[src/rtl/reorder_buffer.sv]
// reorder_buffer: 2^ROB_WIDTH-entry in-order retirement buffer fed by the CDB, with mispredict flush.
// Latency: writeback -> commit at the following edge at the earliest; commit/flush outputs are registered.
// Backpressure: full blocks issue (judged on pre-edge count); rdy_in low freezes all state and outputs.
//
// Ports:
//   clk_in, rst_in (sync, active-high), rdy_in (global stall)
//   issue_valid/issue_rd -> issue_tag, full         : allocate at tail
//   wb_valid/wb_tag/wb_val/wb_mispredict/wb_target  : CDB writeback
//   commit_valid/commit_reg/commit_val/commit_tag   : retire to register file
//   flush/flush_pc                                  : redirect on mispredicted commit
//   query_tag_n -> query_ready_n/query_val_n         : operand lookup (n = 1,2)
// Optional feature: define ROB_BYPASS_EN to forward a same-cycle CDB result to the query ports.
// Register file hookup: set_reg = commit_valid ? commit_reg : 0, set_val = commit_val.

module reorder_buffer #(
    parameter int ROB_WIDTH = 4
) (
    input  logic                 clk_in,
    input  logic                 rst_in,
    input  logic                 rdy_in,
    input  logic                 issue_valid,
    input  logic [4:0]           issue_rd,
    output logic [ROB_WIDTH-1:0] issue_tag,
    output logic                 full,
    input  logic                 wb_valid,
    input  logic [ROB_WIDTH-1:0] wb_tag,
    input  logic [31:0]          wb_val,
    input  logic                 wb_mispredict,
    input  logic [31:0]          wb_target,
    output logic                 commit_valid,
    output logic [4:0]           commit_reg,
    output logic [31:0]          commit_val,
    output logic [ROB_WIDTH-1:0] commit_tag,
    output logic                 flush,
    output logic [31:0]          flush_pc,
    input  logic [ROB_WIDTH-1:0] query_tag_1,
    output logic                 query_ready_1,
    output logic [31:0]          query_val_1,
    input  logic [ROB_WIDTH-1:0] query_tag_2,
    output logic                 query_ready_2,
    output logic [31:0]          query_val_2
);

    localparam int DEPTH = 1 << ROB_WIDTH;
    localparam logic [ROB_WIDTH:0]   DEPTH_CNT = {1'b1, {ROB_WIDTH{1'b0}}};
    localparam logic [ROB_WIDTH:0]   CNT_ONE   = (ROB_WIDTH+1)'(1);
    localparam logic [ROB_WIDTH-1:0] PTR_ONE   = ROB_WIDTH'(1);

    logic [DEPTH-1:0]     busy;
    logic [DEPTH-1:0]     ready;
    logic [DEPTH-1:0]     mispred;
    logic [4:0]           rd_q     [DEPTH];
    logic [31:0]          val_q    [DEPTH];
    logic [31:0]          target_q [DEPTH];
    logic [ROB_WIDTH-1:0] head;
    logic [ROB_WIDTH-1:0] tail;
    logic [ROB_WIDTH:0]   count;

    logic do_issue;
    logic do_wb;
    logic do_commit;
    logic do_flush;

    assign issue_tag = tail;
    assign full      = (count == DEPTH_CNT);

    // All decisions use pre-edge state: a slot freed by this edge's commit is
    // not reusable until the next edge, and a result written back this edge
    // cannot retire until the next edge.
    assign do_issue  = issue_valid && !full;
    assign do_wb     = wb_valid && busy[wb_tag];
    assign do_commit = busy[head] && ready[head];
    assign do_flush  = do_commit && mispred[head];

    always_ff @(posedge clk_in) begin
        if (rst_in) begin
            head         <= '0;
            tail         <= '0;
            count        <= '0;
            busy         <= '0;
            ready        <= '0;
            commit_valid <= 1'b0;
            commit_reg   <= '0;
            commit_val   <= '0;
            commit_tag   <= '0;
            flush        <= 1'b0;
            flush_pc     <= '0;
        end else if (rdy_in) begin
            commit_valid <= do_commit;
            flush        <= do_flush;
            if (do_commit) begin
                commit_reg <= rd_q[head];
                commit_val <= val_q[head];
                commit_tag <= head;
            end
            if (do_flush) begin
                // Everything younger than the mispredicted entry is wrong-path;
                // same-edge issue and writeback are dropped with it.
                flush_pc <= target_q[head];
                busy     <= '0;
                ready    <= '0;
                head     <= '0;
                tail     <= '0;
                count    <= '0;
            end else begin
                if (do_wb) begin
                    ready[wb_tag]    <= 1'b1;
                    val_q[wb_tag]    <= wb_val;
                    mispred[wb_tag]  <= wb_mispredict;
                    target_q[wb_tag] <= wb_target;
                end
                if (do_commit) begin
                    busy[head] <= 1'b0;
                    head       <= head + PTR_ONE;
                end
                // tail != head whenever an issue is accepted (not full), so
                // this never collides with the commit clear above.
                if (do_issue) begin
                    busy[tail]  <= 1'b1;
                    ready[tail] <= 1'b0;
                    rd_q[tail]  <= issue_rd;
                    tail        <= tail + PTR_ONE;
                end
                case ({do_issue, do_commit})
                    2'b10:   count <= count + CNT_ONE;
                    2'b01:   count <= count - CNT_ONE;
                    default: count <= count;
                endcase
            end
        end
    end

    always_comb begin
        query_ready_1 = busy[query_tag_1] && ready[query_tag_1];
        query_val_1   = val_q[query_tag_1];
        query_ready_2 = busy[query_tag_2] && ready[query_tag_2];
        query_val_2   = val_q[query_tag_2];
`ifdef ROB_BYPASS_EN
        if (wb_valid && (wb_tag == query_tag_1) && busy[query_tag_1]) begin
            query_ready_1 = 1'b1;
            query_val_1   = wb_val;
        end
        if (wb_valid && (wb_tag == query_tag_2) && busy[query_tag_2]) begin
            query_ready_2 = 1'b1;
            query_val_2   = wb_val;
        end
`else
        // Stored entry state only: a same-cycle CDB result is visible next cycle.
`endif
    end

endmodule

[config.mk]
export PLATFORM = sky130hd
export DESIGN_NAME = reorder_buffer
export DESIGN_NICKNAME = d
export VERILOG_FILES = /design/src/rtl/reorder_buffer.sv
export SDC_FILE = /design/constraint.sdc
export NUM_CORES = 2
export LEC_CHECK = 0
export BUFFER_PORTS_ARGS = -buffer_cell sky130_fd_sc_hd__buf_2
export CORE_MARGIN = 3
export CORE_UTILIZATION = 40
export CTS_CLUSTER_SIZE = 10
export DETAILED_ROUTE_END_ITERATION = 8
export PLACE_DENSITY = 0.65
export RECOVER_POWER = 50
export SYNTH_ARGS = -nofsm -noshare
export SYNTH_HDL_FRONTEND = slang
export SYNTH_SLANG_ARGS = --single-unit
[constraint.sdc]
create_clock -name clk_in -period 8.5 [get_ports clk_in]
set_input_delay 0.85 -clock clk_in [delete_from_list [all_inputs] [get_ports clk_in]]
set_output_delay 0.85 -clock clk_in [all_outputs]
set_load 0.03 [all_outputs]
# == After elaboration in Yosys (flattened, before gate mapping) ==
# Memory sizes are Yosys's and may differ from the RTL's. A register that Yosys moved wholly into a read port is not among the register bits.
# Cells that the tools add are included.
# totals
regBits,67
ramBits,1104
inputBits,87
out_inout_bits,146
wordCells,105
memories,3
# mem_list
name,words,width,rd,rd_ports_with_merged_regs,write_ports,line_no,rtl
target_q,16,32,1,1,1,54,logic [31:0] target_q [DEPTH];
val_q,16,32,3,1,1,53,logic [31:0] val_q [DEPTH];
rd_q,16,5,1,1,1,52,logic [4:0] rd_q [DEPTH];
# op_classes
add_sub_neg,4
n_lt_le_gt_ge,8
n_eq_ne,3
muxes,51
n_bitwise,8
reduce_logical,19
# op_table
op,n
$mux 16,12
$and 16x16->16,2
$bmux 1 s4,8
$not 16->16,2
$or 16x16->16,2
$lt 4x5->1 const B,5
$mux 1,21
$bwmux 16,1
$mux 4,4
$demux 1 s4,3
$ge 4x1->1 const B,3
$pmux 5 s2,1
$reduce_and 2->1,5
$logic_and 1x1->1,9
$add 4x1->4 const B,2
$add 5x1->5 const B,1
$eq 5x5->1 const B,1
$mux 5,1
$sub 5x1->5 const B,1
$reduce_and 4->1,1
$reduce_bool 2->1,2
$reduce_bool 3->1,1
$eq 2x1->1 const B,1
$eq 2x2->1 const B,1
2 further kinds,3

# == Longest topological paths before layout ==
# depth
depth_word,13
mapped_depth,13
mapped_depth_nobuf,11

# == Least setup slack after synthesis ==
# No wires, ideal clock.
# synth_path
path_type,flip-flop to flip-flop
startpoint,register head[1]
endpoint,"memory target_q[1][0], enable pin"
setup_time_ps,564
arrival_ps,6533
slack_ps,1402
path_stages_with_launch,11
n_path_buf,4
period_less_slack_ps,7098
path_cell_list,dfxtp_1 -> buf_6 -> buf_2 -> mux4_2 -> mux2_2 -> nand3_1 -> nor2b_1 -> buf_2 -> nand4_1 -> clkbuf_1 -> nor3_1
# synth_between
elab_chain_cells,8
elab_cells_between_ends,12
classes_between,10 x mux; 2 x reduce/logical
# synth_lines
item,line_no,rtl
start: declaration,55,logic [ROB_WIDTH-1:0] head;
start signal: assignment,114,head <= head + PTR_ONE;
$bmux 1 s4,72,assign do_commit = busy[head] && ready[head];
$mux 1 (implied by the code),72,
$logic_and 1x1->1,72,
$logic_and 1x1->1 (*),73,assign do_flush = do_commit && mispred[head];
$mux 1 (*),96,if (do_flush) begin
$mux 1 (*),88,end else if (rdy_in) begin
$mux 1 (*),76,if (rst_in) begin
$mux 1 (implied by the code) (*),110,target_q[wb_tag] <= wb_target;
end: declaration,54,
# Every way passes the cells marked *; elsewhere a longest branch is shown, timed or not. The select of a mux whose other input is x is not followed.

# == Worst setup path after layout ==
# layout_path
startpoint,input port query_tag_2[2]
endpoint,output port query_ready_2
# layout_between
elab_chain_cells,3
elab_cells_between_ends,5
classes_between,4 x mux; 1 x reduce/logical
# layout_lines
item,line_no,rtl
start: declaration,39,"input logic [ROB_WIDTH-1:0] query_tag_2,"
$bmux 1 s4,136,query_ready_2 = busy[query_tag_2] && ready[query_tag_2];
$mux 1 (implied by the code),136,
$logic_and 1x1->1 (*),136,
end: declaration,40,"output logic query_ready_2,"
# Marks and branches as above.

==> results.ini <==
[yosys]
synth_edf_count = 1120
yosys_warnings = 0
syn_inst = 2691
synthesis.nets = 2788
ys_types = 58
ys_seq_area_share_pct = 65.34
synthDominantAreaCellType = edfxtp_1
synth_area_per_cell_um2 = 20.49
ys.flop_type = edfxtp_1
ys_top_cells_by_area = edfxtp_1, mux4_2, dfxtp_1
yosysMostFrequentCell = edfxtp_1
synth_commonest_cells = edfxtp_1, mux4_2, nand2_1
synth_top_area_share_pct = 60.98
async_reset_ff_share_pct = 0
syn_area_um2 = 55150
synth_seq_cells = 1240

[run]
maxCapViolations = 6

[pwr]
p_seq_share_pct = 51.5
power_w = 0.01294
power.share.combinational_pct = 4.6
power.switching_w = 0.002817
pwr_density_cell_nw_per_um2 = 207.3
clkPwrFrac_pct = 43.9
p_int_w = 0.01012
power_switching_share_pct = 21.77
p_leak_nw = 18.47
ir_worst_vdd_uv = 167.3

[sta]
slew_headroom_pct = -147.1
fin_crit_ns = 6.928
setup_tns_ns = 0
fmax_ghz = 0.1443
grt_setup_unrepaired = false
period_share_pct = 81.50
clock_skew_ns = 0.03927
setup_viol = 0
tightest_slew_ns = 3.707
hold_viol = 0
slew_violations = 189

[final_layout]
drive_gt1_share_pct = 33.58
utilization_pct = 45.85
fillCellCount = 11360
fin_nets = 3017
flow.area_growth_from_synthesis_pct = 13.19
reg.largest.list = target_q x512, val_q x512, rd_q x80

[clock_tree]
cts_resized = 0
clockBufferDepth = 3
clk_pin_slew_worst_paths_ns = 0.05
hold_buffers = 0
cts_setup_buffers = 0
root_buffer = clkbuf_16
clk_latency_ns = 0.76
cts_buffers = 145
cts_sinks = 1240
cts-htree-levels = 4
cts_tree = done

[worst_setup_path]
worst-path-max-fanout = 24
crit_slowest_cell = clkbuf_1
crit_arrival_ns = 6.08
path_cells = clkbuf_1 > clkbuf_1 > mux4_2 > mux4_2 > inv_1 > buf_2
crit_path_start_kind = input port
criticalPathCategory = input port to output port
path_buf_inv = 4
cpLargestDelayFamily = buffers and inverters
cpPeakStageDelay_ns = 2.55
cp_data_required_time_ns = 7.65
end_kind = output port

[grt]
overflow = 0
grt_max_degree = 99
grt_pass1_vias = 31160
grt_pass1_wl_um = 220900
antenna_found_initial = 27
grt_usage_pct = 21.39

[floorplanning]
boundaryPins = 233
dieArea_um2 = 142400
core_um2 = 136100
die_w_um = 377.3
start_util_pct = 40.51
num_rows = 135
die_h_um = 377.3

[drt]
first_iter_violations = 3610
postRouteAntennaNets = 0
drc = 0
viasPerCell = 6.241
first_pass_iters = 7
wl_per_cell_um = 31.38
routed_wl_um = 151200
dr_total_vias = 30070

[place]
gp_congestion = 0.8637
port_buffers = 232
dpl.hpwl_um = 87470

[hold_path]
min_path_type = flip-flop to flip-flop

[outcome]
status = finished, violations left
violations = capacitance limit, slew limit

## power by group through the flow
stage,combinational (W),clock (W),sequential (W)
CTS,0.000608,0.00580,0.00666
global placement,0.000597,0,0.00679
finish,0.000597,0.00568,0.00667
detailed placement,0.000607,0,0.00679
floorplan,0.000354,0,0.00679
global route,0.000633,0.00606,0.00666
## kinds of logic (layout without fill, tap and decap cells)
| kind of cell | count (synthesis) | in the layout | share of synthesized area (%) |
|---|---|---|---|
| compound gates | 177 | 177 | 1.915 |
| buf+inv | 221 | 556 | 1.593 |
| other cells | 0 | 11 | 0 |
| flops | 1240 | 1240 | 65.34 |
| simple gates | 342 | 342 | 2.700 |
| fa+ha+maj | 10 | 10 | 0.2269 |
| xor+xnor | 2 | 2 | 0.03177 |
| mux | 699 | 699 | 28.20 |
## cell type report
| class | count | area (µm²) | share of cell area, % |
|---|---|---|---|
| antenna | 11 | 27.53 | 0.04410 |
| multi-input combinational | 1230 | 18350 | 29.39 |
| sequential | 1240 | 36050 | 57.75 |
| clock inverter | 20 | 314.1 | 0.5031 |
| clock buffer | 233 | 3989 | 6.390 |
| timing repair buffer | 287 | 1406 | 2.253 |
| tap | 1781 | 2228 | 3.570 |
| inverter | 16 | 62.56 | 0.1002 |
## placed cells by master (no fill, tap or decap), types with 22 or more instances in the layout
| master | count |
|---|---|
| nand3_1 | 22 |
| clkbuf_16 | 145 |
| a21oi_1 | 94 |
| buf_2 | 71 |
| o21ai_0 | 28 |
| buf_4 | 53 |
| mux4_2 | 683 |
| edfxtp_1 | 1120 |
| nand2_1 | 199 |
| dfxtp_1 | 116 |
| nor2_1 | 48 |
| clkbuf_1 | 244 |
## per-layer routing
metal  GRT usage [%]  share of wire (%)  vias up  wire length (µm)
li1                -                  -    12020                 -
met2           34.90                 49     1593             74720
met4           6.385                2.7       14              4014
met1           28.90                 39    16180             58750
met3           4.773                9.0      270             13600
met5               0              0.064        -                96
## path summary, 6_finish.rpt
| path | to | from | depth (start not counted) | slack [ns] |
|---|---|---|---|---|
| max | query_ready_2 | query_tag_2[2] | 6 | 1.57 |
| min reg2reg | flush_pc[12] | flush_pc[12] | 2 | 0.45 |
| max reg2reg | target_q[14][1] | head[1] | 7 | 2.53 |
| min | flush_pc[12] | flush_pc[12] | 2 | 0.45 |
## through the flow
stage,hold slack (ns),cells,instance area [µm²],setup slack (ns)
after floorplan,0.4484,2691,55150,1.402
after global placement,0.4407,4554,58320,2.777
after detailed placement,0.4440,4554,58320,2.671
after CTS,0.3943,4807,62620,2.656
after global routing,0.4785,4808,62400,1.221
final,0.4543,4818,62420,1.572
## worst register-to-register path, delay by kind of cell (launching register included)
family                 cells  cell delay [ns]
and+or+nand+nor            4             2.54
muxes                      2             1.01
DFF                        1             1.14
buffers and inverters      1             0.80
(Power assumes the default switching activity.)
